### src/rtl/jk_pkg.sv
// Shared types, JK command encodings and the excitation lookup for the JK bank driver.
// Latency: n/a (declarations and a pure combinational function only).
// Backpressure: n/a.
package jk_pkg;

  // Controller state: IDLE accepts a target, DRIVE waits one cycle for the bank to respond.
  typedef enum logic {
    IDLE  = 1'b0,
    DRIVE = 1'b1
  } state_t;

  // 2-bit {J,K} commands, matching the flip-flop case encoding.
  localparam logic [1:0] JK_HOLD   = 2'b00;
  localparam logic [1:0] JK_RESET  = 2'b01;
  localparam logic [1:0] JK_SET    = 2'b10;
  localparam logic [1:0] JK_TOGGLE = 2'b11;

  // Minimal excitation with don't-cares filled with 0: set on 0->1, reset on 1->0, hold otherwise.
  function automatic logic [1:0] excite(input logic q, input logic t);
    logic [1:0] cmd;
    case ({q, t})
      2'b01:   cmd = JK_SET;
      2'b10:   cmd = JK_RESET;
      default: cmd = JK_HOLD;
    endcase
    return cmd;
  endfunction

endpackage

### src/rtl/jk_excite_bit.sv
// Per-bit JK excitation lookup from current Q and target bit; JK_TOGGLE_PREF_EN fills don't-cares with 1.
// Latency: purely combinational, zero cycles.
// Backpressure: none; output follows inputs continuously.
module jk_excite_bit
  import jk_pkg::*;
(
  input  logic q,
  input  logic t,
  output logic j,
  output logic k
);

  logic [1:0] cmd;

  // Look up the command; with toggle preference every bit that must change uses the toggle path.
  always_comb begin
    cmd = excite(q, t);
`ifdef JK_TOGGLE_PREF_EN
    if (cmd != JK_HOLD) begin
      cmd = JK_TOGGLE;
    end
`else
    cmd = cmd;
`endif
    {j, k} = cmd;
  end

endmodule

### src/rtl/jk_excitation_driver.sv
// Loads a target word into a negedge JK bank via J/K, verifies Q, retries up to MAX_RETRY, then DONE/ERR.
// Latency: DONE/ERR asserted at the posedge ending DRIVE, i.e. 1 + retries edges after the accept edge.
// Backpressure: TGT_READY high only in IDLE; TGT is ignored while busy. Optional macro: JK_TOGGLE_PREF_EN.
module jk_excitation_driver
  import jk_pkg::*;
#(
  parameter int WIDTH     = 8,
  parameter int MAX_RETRY = 3,
  localparam int RETRY_W  = (MAX_RETRY < 1) ? 1 : $clog2(MAX_RETRY + 1)
) (
  input  logic               CLK,
  input  logic               RST_N,
  input  logic [WIDTH-1:0]   TGT,
  input  logic               TGT_VALID,
  output logic               TGT_READY,
  input  logic [WIDTH-1:0]   Q_FB,
  output logic [WIDTH-1:0]   J,
  output logic [WIDTH-1:0]   K,
  output logic               DONE,
  output logic               ERR,
  output logic [WIDTH-1:0]   ERR_BITS,
  output logic [RETRY_W-1:0] RETRY_CNT
);

  state_t             state_q, state_d;
  logic [WIDTH-1:0]   tgt_r, tgt_d;
  logic [WIDTH-1:0]   j_q, j_d, k_q, k_d;
  logic               done_q, done_d, err_q, err_d;
  logic [WIDTH-1:0]   err_bits_q, err_bits_d;
  logic [RETRY_W-1:0] retry_q, retry_d;

  logic [WIDTH-1:0]   exc_tgt;
  logic [WIDTH-1:0]   exc_j, exc_k;

  // In IDLE the excitation is for the incoming word; in DRIVE it re-targets the latched word.
  assign exc_tgt = (state_q == IDLE) ? TGT : tgt_r;

  genvar gi;
  generate
    for (gi = 0; gi < WIDTH; gi++) begin : g_exc
      jk_excite_bit u_exc (
        .q (Q_FB[gi]),
        .t (exc_tgt[gi]),
        .j (exc_j[gi]),
        .k (exc_k[gi])
      );
    end
  endgenerate

  // State and all registered outputs; reset forces J/K to hold so the bank stops immediately.
  always_ff @(posedge CLK or negedge RST_N) begin
    if (!RST_N) begin
      state_q    <= IDLE;
      tgt_r      <= '0;
      j_q        <= '0;
      k_q        <= '0;
      done_q     <= 1'b0;
      err_q      <= 1'b0;
      err_bits_q <= '0;
      retry_q    <= '0;
    end else begin
      state_q    <= state_d;
      tgt_r      <= tgt_d;
      j_q        <= j_d;
      k_q        <= k_d;
      done_q     <= done_d;
      err_q      <= err_d;
      err_bits_q <= err_bits_d;
      retry_q    <= retry_d;
    end
  end

  // Next state and next outputs; J/K default to hold so only DRIVE cycles ever carry a command.
  always_comb begin
    state_d    = state_q;
    tgt_d      = tgt_r;
    j_d        = '0;
    k_d        = '0;
    done_d     = 1'b0;
    err_d      = 1'b0;
    err_bits_d = err_bits_q;
    retry_d    = retry_q;
    case (state_q)
      IDLE: begin
        if (TGT_VALID) begin
          tgt_d      = TGT;
          j_d        = exc_j;
          k_d        = exc_k;
          retry_d    = '0;
          err_bits_d = '0;
          state_d    = DRIVE;
        end
      end
      DRIVE: begin
        if (Q_FB == tgt_r) begin
          done_d  = 1'b1;
          state_d = IDLE;
        end else if (retry_q < RETRY_W'(MAX_RETRY)) begin
          retry_d = retry_q + RETRY_W'(1);
          j_d     = exc_j;
          k_d     = exc_k;
        end else begin
          err_d      = 1'b1;
          err_bits_d = Q_FB ^ tgt_r;
          state_d    = IDLE;
        end
      end
      default: state_d = IDLE;
    endcase
  end

  assign TGT_READY = (state_q == IDLE);
  assign J         = j_q;
  assign K         = k_q;
  assign DONE      = done_q;
  assign ERR       = err_q;
  assign ERR_BITS  = err_bits_q;
  assign RETRY_CNT = retry_q;

endmodule

### config.mk
export PLATFORM = sky130hd
export DESIGN_NAME = jk_excitation_driver
export DESIGN_NICKNAME = d
export VERILOG_FILES = /design/src/rtl/jk_pkg.sv /design/src/rtl/jk_excite_bit.sv /design/src/rtl/jk_excitation_driver.sv
export SDC_FILE = /design/constraint.sdc
export NUM_CORES = 1
export LEC_CHECK = 0
export CAP_MARGIN = 10
export CORE_UTILIZATION = 45
export CTS_CLUSTER_SIZE = 12
export DETAILED_ROUTE_END_ITERATION = 8
export DONT_BUFFER_PORTS = 1
export GPL_TIMING_DRIVEN = 0
export SLEW_MARGIN = 30
export SYNTH_ARGS = -nofsm -noshare
export SYNTH_HDL_FRONTEND = slang
export SYNTH_HIERARCHICAL = 1
export SYNTH_SLANG_ARGS = --single-unit
### constraint.sdc
create_clock -name CLK -period 2.5 [get_ports CLK]
set_clock_uncertainty 0.05 [all_clocks]
set_input_delay 0.375 -clock CLK [delete_from_list [all_inputs] [get_ports CLK]]
set_output_delay 0.375 -clock CLK [all_outputs]
set_load 0.02 [all_outputs]
==> results of run 1 <==
==> cells by family after synthesis <==
kind of cell / after synthesis / share of synthesized area [%]
muxes: 25 / 15.8
AOI/OAI and AO/OA: 20 / 10.9
DFF: 37 / 54.0
buffers and inverters: 9 / 2.92
xor gates and xnor gates: 8 / 4.08
and+or+nand+nor: 34 / 11.7
adders and majority gates: 1 / 0.729
==> per-stage QoR <==
stage                     std cells  instance area (µm²)  total power [mW]  hold WS [ps]  setup WS (ps)
after floorplan                 134                 1720              1.87          29.4            981
after CTS                       192                 1910              2.54           174            550
after global routing            192                 1910              2.68           173            417
after detailed placement        182                 1780              2.06          30.5            563
after global placement          182                 1780              2.03          30.3            602
final                           192                 1910              2.51           181            560
==> layout make-up <==
| type | instances | share of cell area (%) |
|---|---|---|
| flip-flops and latches | 37 | 48.6 |
| clock buffers | 7 | 5.05 |
| multi-input cells | 88 | 38.8 |
| well taps | 48 | 3.15 |
| clock inverters | 1 | 0.262 |
| repair buffers | 2 | 1.57 |
| plain buffers | 6 | 2.03 |
| inverters | 3 | 0.591 |
==> routing by layer <==
metal  routed length, µm  part of all wire [%]  global-route usage, %
met1                1340                    41                   19.7
met2                1620                    49                   30.3
met3                 266                   8.1                   7.14
met4                  48                   1.5                   10.5
met5                   0                     0                      0
==> critical path, cell delays in order, from the launching register on <==
cell	delay (ps)
dfrtp_1	400
xnor2_1	250
nand4_1	280
o21ai_2	490
buf_6	250
nand2_1	80
==> sequential cells by signal (all words and copies together) (netlist names) <==
name / flops
ERR_BITS: 8
J: 8
K: 8
tgt_r: 8
RETRY_CNT: 2
DONE: 1
ERR: 1
state_q: 1
==> cells in the mapped netlist <==
master,count
buf_6,2
o211ai_1,1
or4_1,1
nor2b_1,8
a31oi_1,1
a21boi_0,7
mux2i_1,9
nand3_1,1
mux2_2,16
ha_1,1
a21boi_2,9
xnor2_1,8
clkbuf_1,3
and2b_2,8
inv_1,3
nor3_1,2
nand2_1,11
o211a_1,1
nor2_1,1
buf_2,1
dfrtp_1,37
nand4_1,2
o21ai_2,1
==> power breakdown <==
group          switching [mW]  internal (mW)
clock network           0.207          0.249
logic                   0.446          0.445
registers               0.334          0.829
total                   0.988           1.52
==> final timing paths <==
check | start | endpoint | cells after the start
max in group asynchronous | RST_N | ERR_BITS[0] | 2
hold reg to reg | tgt_r[4] | tgt_r[4] | 1
setup / recovery | tgt_r[1] | state_q | 5
hold / removal | TGT[1] | tgt_r[1] | 1
min in group asynchronous | RST_N | ERR_BITS[6] | 2
setup reg to reg | tgt_r[1] | state_q | 5
==> placed cells by master, fill, tap and decap left out <==
cell and instances:
nor2b_1 8, mux2_2 16, nand2_1 11, ha_1 1
buf_2 1, a21boi_0 7, clkbuf_8 7, nand4_1 2
inv_1 3, nor2_1 1, clkinv_2 1, nor3_1 2
a31oi_1 1, o211ai_1 1, xnor2_1 8, mux2i_1 9
o21ai_2 1, clkbuf_1 3, and2b_2 8, dfrtp_1 37
buf_12 1, or4_1 1, nand3_1 1, o211a_1 1
buf_6 2, dlygate4sd3_1 1, a21boi_2 9
==> summary.md, run 1 <==
| Metric | Value |
|---|---|
| Post-synth net total | 154 |
| DRT Wirelength | roughly 3.3 mm |
| RSZ-0062 raised after global routing | no |
| Hold Vio Cnt, Final | 0 |
| Initial antenna violation count | 0 |
| Post-DP HPWL | approximately 2.3 mm |
| Full die area | roughly 0.0041 mm² |
| DRT Pass-1 Iters | 4 |
| Clock slew at reported path FFs | approximately 70 ps |
| Fillers | approximately 330 |
| Final Wtd Congestion | ~0.82 |
| Avg Vias per Cell | between 5 and 6 |
| Worst-Skew Late Latency | between 200 and 300 ps |
| Clock buffer depth | 2 |
| Seq cells post-synth | 37 |
| Syn Area/Cell | about 13 µm² |
| FF-to-FF setup slack | roughly 560 ps |
| Cell taking the most area after synthesis | dfrtp_1 |
| Initial Utilization | between 40% and 50% |
| Max-Cap Viols | 0 |
| Tmin final | about 1900 ps |
| Finished Core Util | 52.1% |
| Crit path required time | between 2000 and 3000 ps |
| Total CTS buffers | 5 |
| Power Density | around 1300 mW/mm² |
| N_diodes | 0 |
| Slew @ Worst Pin | 696 ps |
| Post-CTS Repair Setup Buffers | 0 |
| Post-CTS sizing | 0 |
| I/O pin total | 48 |
| Seq/Total Area, Yosys | around 54% |
| NumNets Final | about 160 |
| Yosys warning count | 6 |
| Distinct cells, synth | 23 |
| Post-Route Setup TNS | 0 ps |
| Multi-input gate area | between 700 and 800 µm² |
| H-Tree Depth | 2 |
| Max Fclk | 515 MHz |
| Crit path max fanout | 10 |
| Hold_buf cts | 2 |
| Largest net degree at the start of global routing | 38 |
| Core footprint | about 0.0037 mm² |
| Residual DRC count | 0 |
| Max Slew Vio Count | 0 |
| Worst Path Arrival | roughly 2000 ps |
| TritonCTS clock tree | yes |
| Synth top area cells | dfrtp_1, mux2_2, a21boi_2 |
| Crit path kind | reg -> reg |
| Detail Route Antenna Nets | 0 |
| Status | completed |
| Critical path endpoint category | register |
| CP Launch Type | register |
| First-pass GRT wire length | about 5.3 mm |
| Setup violators final | 0 |
| Leakage | roughly 0.84 nW |
| Cell area after synthesis | 0.00172 mm² |
| Register area | 926 µm² |
| Fin crit share | between 70% and 80% |
| Die Wd | around 64 µm |
| Cells after Synth | 134 |
| Mean routed wirelength per cell | about 17 µm |
| Die height | between 60 and 70 µm |
| Via Count | approximately 1,000 |
| DRT iter0 DRCs | 51 |
| Row count | 22 |
| Vias in the first global route | roughly 1,100 |
| Area grow syn2layout | 11.2% |
| Tot GR Track Use | between 10% and 20% |
| Port-buffer cells | 0 |
| Peak VDD IR | ~0.5 mV |
| Slew margin rel. | 53.6% |
| Share of the synthesized area in the top cell type | 54.0% |
| Layout cells sized above 1 | between 30% and 40% |
| HP Class | in -> reg |
| Total gr overflow | 0 |
| TritonCTS Sinks | 37 |
| Root Buffer | clkbuf_8 |
Note: power is estimated with default switching activity, not from simulation.
==> run 2, diff against run 1 <==
==> constraint.sdc (replaced) <==
create_clock -name CLK -period 1.7 [get_ports CLK]
set_clock_uncertainty 0.05 [all_clocks]
set_input_delay 0.255 -clock CLK [delete_from_list [all_inputs] [get_ports CLK]]
set_output_delay 0.255 -clock CLK [all_outputs]
set_load 0.02 [all_outputs]
==> summary.md, run 2 (same netlist as run 1, synthesis figures left out) <==
| Metric | Value |
|---|---|
| Status | completed |
| HP Class | in -> reg |
| Fin crit share | between 90% and 100% |
| Clock buffer depth | 2 |
| Total gr overflow | 0 |
| TritonCTS Sinks | 37 |
| Worst Path Arrival | 1780 ps |
| Crit path max fanout | 5 |
| Mean routed wirelength per cell | 17.0 µm |
| Worst path slowest cell | or4_1 |
| Worst-Skew Late Latency | between 200 and 300 ps |
| Tmin final | 1600 ps |
| Layout cells sized above 1 | 41.6% |
| Finished Core Util | 55.0% |
| DRT Pass-1 Iters | 3 |
| CP max stage delay | 490 ps |
| N_diodes | 0 |
| Setup violators final | 0 |
| Final Hold Slack | a little under 60 ps |
| Critical path endpoint category | register |
| Final Wtd Congestion | slightly above 0.8 |
| Post-DP HPWL | about 2.3 mm |
| RSZ-0062 raised after global routing | no |
| Final worst setup slack | about 99 ps |
| Post-Route Setup TNS | 0 ps |
| Commonest non-fill, non-tap cell in the layout | dfrtp_1 |
| Initial antenna violation count | 0 |
| Initial Utilization | a little under half |
| CP Launch Type | register |
| Root Buffer | clkbuf_8 |
| Vias in the first global route | between 1,000 and 1,500 |
| Slew margin rel. | roughly 73% |
| Max-Cap Viols | 0 |
| Max Fclk | between 600 and 700 MHz |
| Overall power | 3.90 mW |
| DRT iter0 DRCs | 58 |
| NumNets Final | 168 |
| Row count | 22 |
| Area grow syn2layout | 17.3% |
| Residual DRC count | 0 |
| Largest net degree at the start of global routing | 38 |
| Die Wd | approximately 64 µm |
| Total CTS buffers | 5 |
| Port-buffer cells | 0 |
| Register area | approximately 900 µm² |
| R2R depth | 5 |
| Detail Route Antenna Nets | 0 |
| Hold Vio Cnt, Final | 0 |
| Crit path kind | reg -> reg |
| Core footprint | roughly 0.0037 mm² |
| Multi-input gate area | 805 µm² |
| Power Density | 1940 mW/mm² |
| Most frequent cells in the layout | dfrtp_1, mux2_2, nand2_1 |
| Die height | roughly 64 µm |
| First-pass GRT wire length | approximately 5.6 mm |
| Fillers | around 330 |
| Peak VDD IR | around 0.75 mV |
| Leakage | 0.906 nW |
| TritonCTS clock tree | yes |
| Max Slew Vio Count | 0 |
| Via Count | ~1,000 |
| Full die area | ~0.004 mm² |
| Avg Vias per Cell | 5.26 |
| Pre-CTS WS | -237 ps |
| Hold Crit Depth | 1 |
| Clock slew at reported path FFs | ~80 ps |
| Crit path required time | about 1900 ps |
| Tot GR Track Use | 19.0% |
| H-Tree Depth | 2 |
| I/O pin total | 48 |
| Critical Path, Cell by Cell | xnor2_2 -> nand4_1 -> buf_4 -> or4_1 -> nand3_1 |
| DRT Wirelength | 3.35 mm |
| Slew @ Worst Pin | 406 ps |
run 2: cell count changes in the layout (fill, tap and decap cells not counted), sizes merged:
cell / previous run / this run
buf: 4 / 10
clkbuf: 10 / 9
run 2: power by group:
part	switching (mW)	leakage, nW	internal (mW)	total (mW)
combinational	0.694	0.376	0.798	1.49
clock	0.308	0.0542	0.366	0.674
sequential	0.519	0.476	1.22	1.74
total	1.52	0.906	2.38	3.90
run 2: critical path: cells and delay by family (launching register included):
kind	cells	cell delay, ps
buffers and inverters	1	170
DFF	1	420
xor gates and xnor gates	1	190
and+or+nand+nor	3	710
run 2: path summary, 6_finish.rpt:
path	startpoint	endpoint	slack [ps]
max	tgt_r[0]	RETRY_CNT[0]	100
min	TGT[5]	tgt_r[5]	60
max reg2reg	tgt_r[0]	RETRY_CNT[0]	100
min reg2reg	tgt_r[3]	tgt_r[3]	510
max in group asynchronous	RST_N	ERR_BITS[0]	1050
min in group asynchronous	RST_N	DONE	350
run 2: area by class of cell:
class | count | share of cell area (%)
tap | 48 | 2.99
clock inverter | 1 | 0.249
clock buffer | 7 | 4.79
multi-input combinational | 88 | 40.0
inverter | 3 | 0.560
buffer | 6 | 2.05
timing repair buffer | 7 | 3.36
sequential | 37 | 46.0
run 2: layer usage:
metal	GRT usage (%)	vias up	wire length [µm]
li1	-	481	-
met1	20.3	516	1340
met2	32.3	32	1690
met3	6.79	8	254
met4	10.5	0	71
met5	0	-	0
run 2: through the flow:
stage | cells | cell area (µm²)
floorplan | 134 | 1720
global placement | 182 | 1780
detailed placement | 182 | 1780
CTS | 197 | 1950
global route | 197 | 2010
finish | 197 | 2010
run 2: what timing repair did:
| action | 4_1_cts | 5_1_grt |
|---|---|---|
| resized for setup | 3 | 10 |
| hold endpoints to repair | 37 | 0 |
| hold buffers | 2 | 0 |
| buffers inserted | 5 | 0 |
| pin swaps | 3 | 3 |
| endpoints found under the setup margin | 19 | 31 |
==> run 3, diff against run 2 <==
--- a/config.mk
+++ b/config.mk
@@ -7,6 +7,7 @@
 export LEC_CHECK = 0
 export CAP_MARGIN = 10
 export CORE_UTILIZATION = 45
+export CTS_BUF_LIST = sky130_fd_sc_hd__clkbuf_16
 export CTS_CLUSTER_SIZE = 12
 export DETAILED_ROUTE_END_ITERATION = 8
 export DONT_BUFFER_PORTS = 1
==> summary.md, run 3 (same netlist as run 1, synthesis figures left out) <==
| Metric | Value |
|---|---|
| Status | completed |
| Slew margin rel. | between 70% and 80% |
| Crit path max fanout | 5 |
| Avg Vias per Cell | approximately 5.3 |
| Die Wd | approximately 64 µm |
| Initial Utilization | between 40% and 50% |
| Final Wtd Congestion | slightly above 0.8 |
| Power Density | about 2000 mW/mm² |
| Hold Startpoint | TGT[1] |
| Full die area | between 0.004 and 0.005 mm² |
| Fillers | 316 |
| Most frequent cells in the layout | dfrtp_1, mux2_2, nand2_1 |
| Clock buffer depth | 2 |
| Core footprint | 0.00366 mm² |
| Setup violators final | 0 |
| Register area | approximately 930 µm² |
| R2R depth | 5 |
| Commonest non-fill, non-tap cell in the layout | dfrtp_1 |
| Overall power | between 4 and 5 mW |
| Area post-placement | roughly 0.0018 mm² |
| Slew @ Worst Pin | 401 ps |
| Multi-input gate area | around 800 µm² |
| Die height | about 64 µm |
| Max Slew Vio Count | 0 |
| Fin crit share | between 90% and 100% |
| I/O pin total | 48 |
| Root Buffer | clkbuf_16 |
| Area grow syn2layout | 19.4% |
| Mean routed wirelength per cell | 16.6 µm |
| DRT Wirelength | 3.28 mm |
| DRT iter0 DRCs | 41 |
| Detail Route Antenna Nets | 0 |
| Final Hold Slack | 80.1 ps |
| Max Fclk | just over 600 MHz |
| Reg-to-reg endpoint | RETRY_CNT[0] |
| H-Tree Depth | 2 |
| Port-buffer cells | 0 |
| Hold Vio Cnt, Final | 0 |
| Final Non-Filler Cells | 197 |
| FF-to-FF setup slack | around 87 ps |
| CP Launch Type | register |
| Hold Crit Endpoint | tgt_r[1] |
| Worst R2R Start | tgt_r[0] |
| TritonCTS clock tree | yes |
| Hold Crit Depth | 1 |
| Post-DP HPWL | 2.25 mm |
| Crit path kind | reg -> reg |
| Peak VDD IR | about 0.79 mV |
| Total CTS buffers | 5 |
| Crit path required time | 1860 ps |
| Largest net degree at the start of global routing | 38 |
| Total gr overflow | 0 |
| Tot GR Track Use | 18.3% |
| NumNets Final | 168 |
| Vias in the first global route | ~1,200 |
| Row count | 22 |
| First-pass GRT wire length | 5.51 mm |
| TritonCTS Sinks | 37 |
| HP Class | in -> reg |
| DRT Pass-1 Iters | 4 |
| Worst-Skew Late Latency | about 270 ps |
| Clock slew at reported path FFs | 60 ps |
| Tmin final | roughly 1600 ps |
| Worst Path Arrival | 1770 ps |
| Finished Core Util | around 56% |
| Initial antenna violation count | 0 |
| Critical path endpoint category | register |
| Via Count | around 1,000 |
| Max-Cap Viols | 0 |
| Leakage | between 0.9 and 1 nW |
| Placed Cells | between 150 and 200 |
| Residual DRC count | 0 |
| Layout cells sized above 1 | 40.3% |
| N_diodes | 0 |
| Cell area after layout | ~0.0020 mm² |
[run 3: changes by cell type in the layout (fill, tap and decap cells not counted), sizes merged]
cell / before / now
clkbuf: 9 / 7
clkinv: 1 / 3
[run 3: worst max path at each step]
stage / start / to / cells past startpoint
finish: tgt_r[0] / RETRY_CNT[0] / 5
global route: tgt_r[3] / RETRY_CNT[0] / 5
CTS: state_q / tgt_r[3] / 4
detailed placement: tgt_r[1] / J[1] / 5
global placement: tgt_r[0] / J[2] / 5
floorplan: tgt_r[7] / state_q / 5
[run 3: report_power, final]
group	internal [mW]	leakage [nW]	total [mW]	switching [mW]
Combinational	0.798	0.376	1.49	0.688
Sequential	1.22	0.476	1.74	0.519
Clock	0.529	0.0687	0.852	0.323
[run 3: cell type report]
type,count,share of cell area (%)
buffer,6,2.02
clock buffer,5,6.11
clock inverter,3,0.611
inverter,3,0.550
multi-input combinational,88,39.3
sequential,37,45.2
tap,48,2.93
timing repair buffer,7,3.30
[run 3: metal layers]
layer / GRT usage, % / share of wire, % / up-vias
li1: - / - / 482
met2: 31.3 / 51 / 36
met3: 7.14 / 7.7 / 4
met5: 0 / 0 / -
met4: 7.10 / 0.95 / 0
met1: 20.3 / 41 / 518
[run 3: what timing repair did]
item | CTS | global route
buffers inserted | 5 | 0
setup endpoints to repair | 19 | 30
resized for setup | 3 | 10
endpoints found under the hold margin | 37 | 0
hold buffers | 2 | 0
pin swaps | 3 | 1
[run 3: metrics by stage]
stage                     setup slack, ps  setup TNS (ps)
after global routing                -5.34           -5.34
after CTS                            18.4               0
final                                86.7               0
after floorplan                       181               0
after detailed placement             -237           -3140
after global placement               -198           -2520
[run 3: critical path, stage by stage, from the launching register on]
cell,delay (ps)
dfrtp_1,410
xnor2_2,200
nand4_1,110
buf_4,170
or4_1,500
nand3_1,110
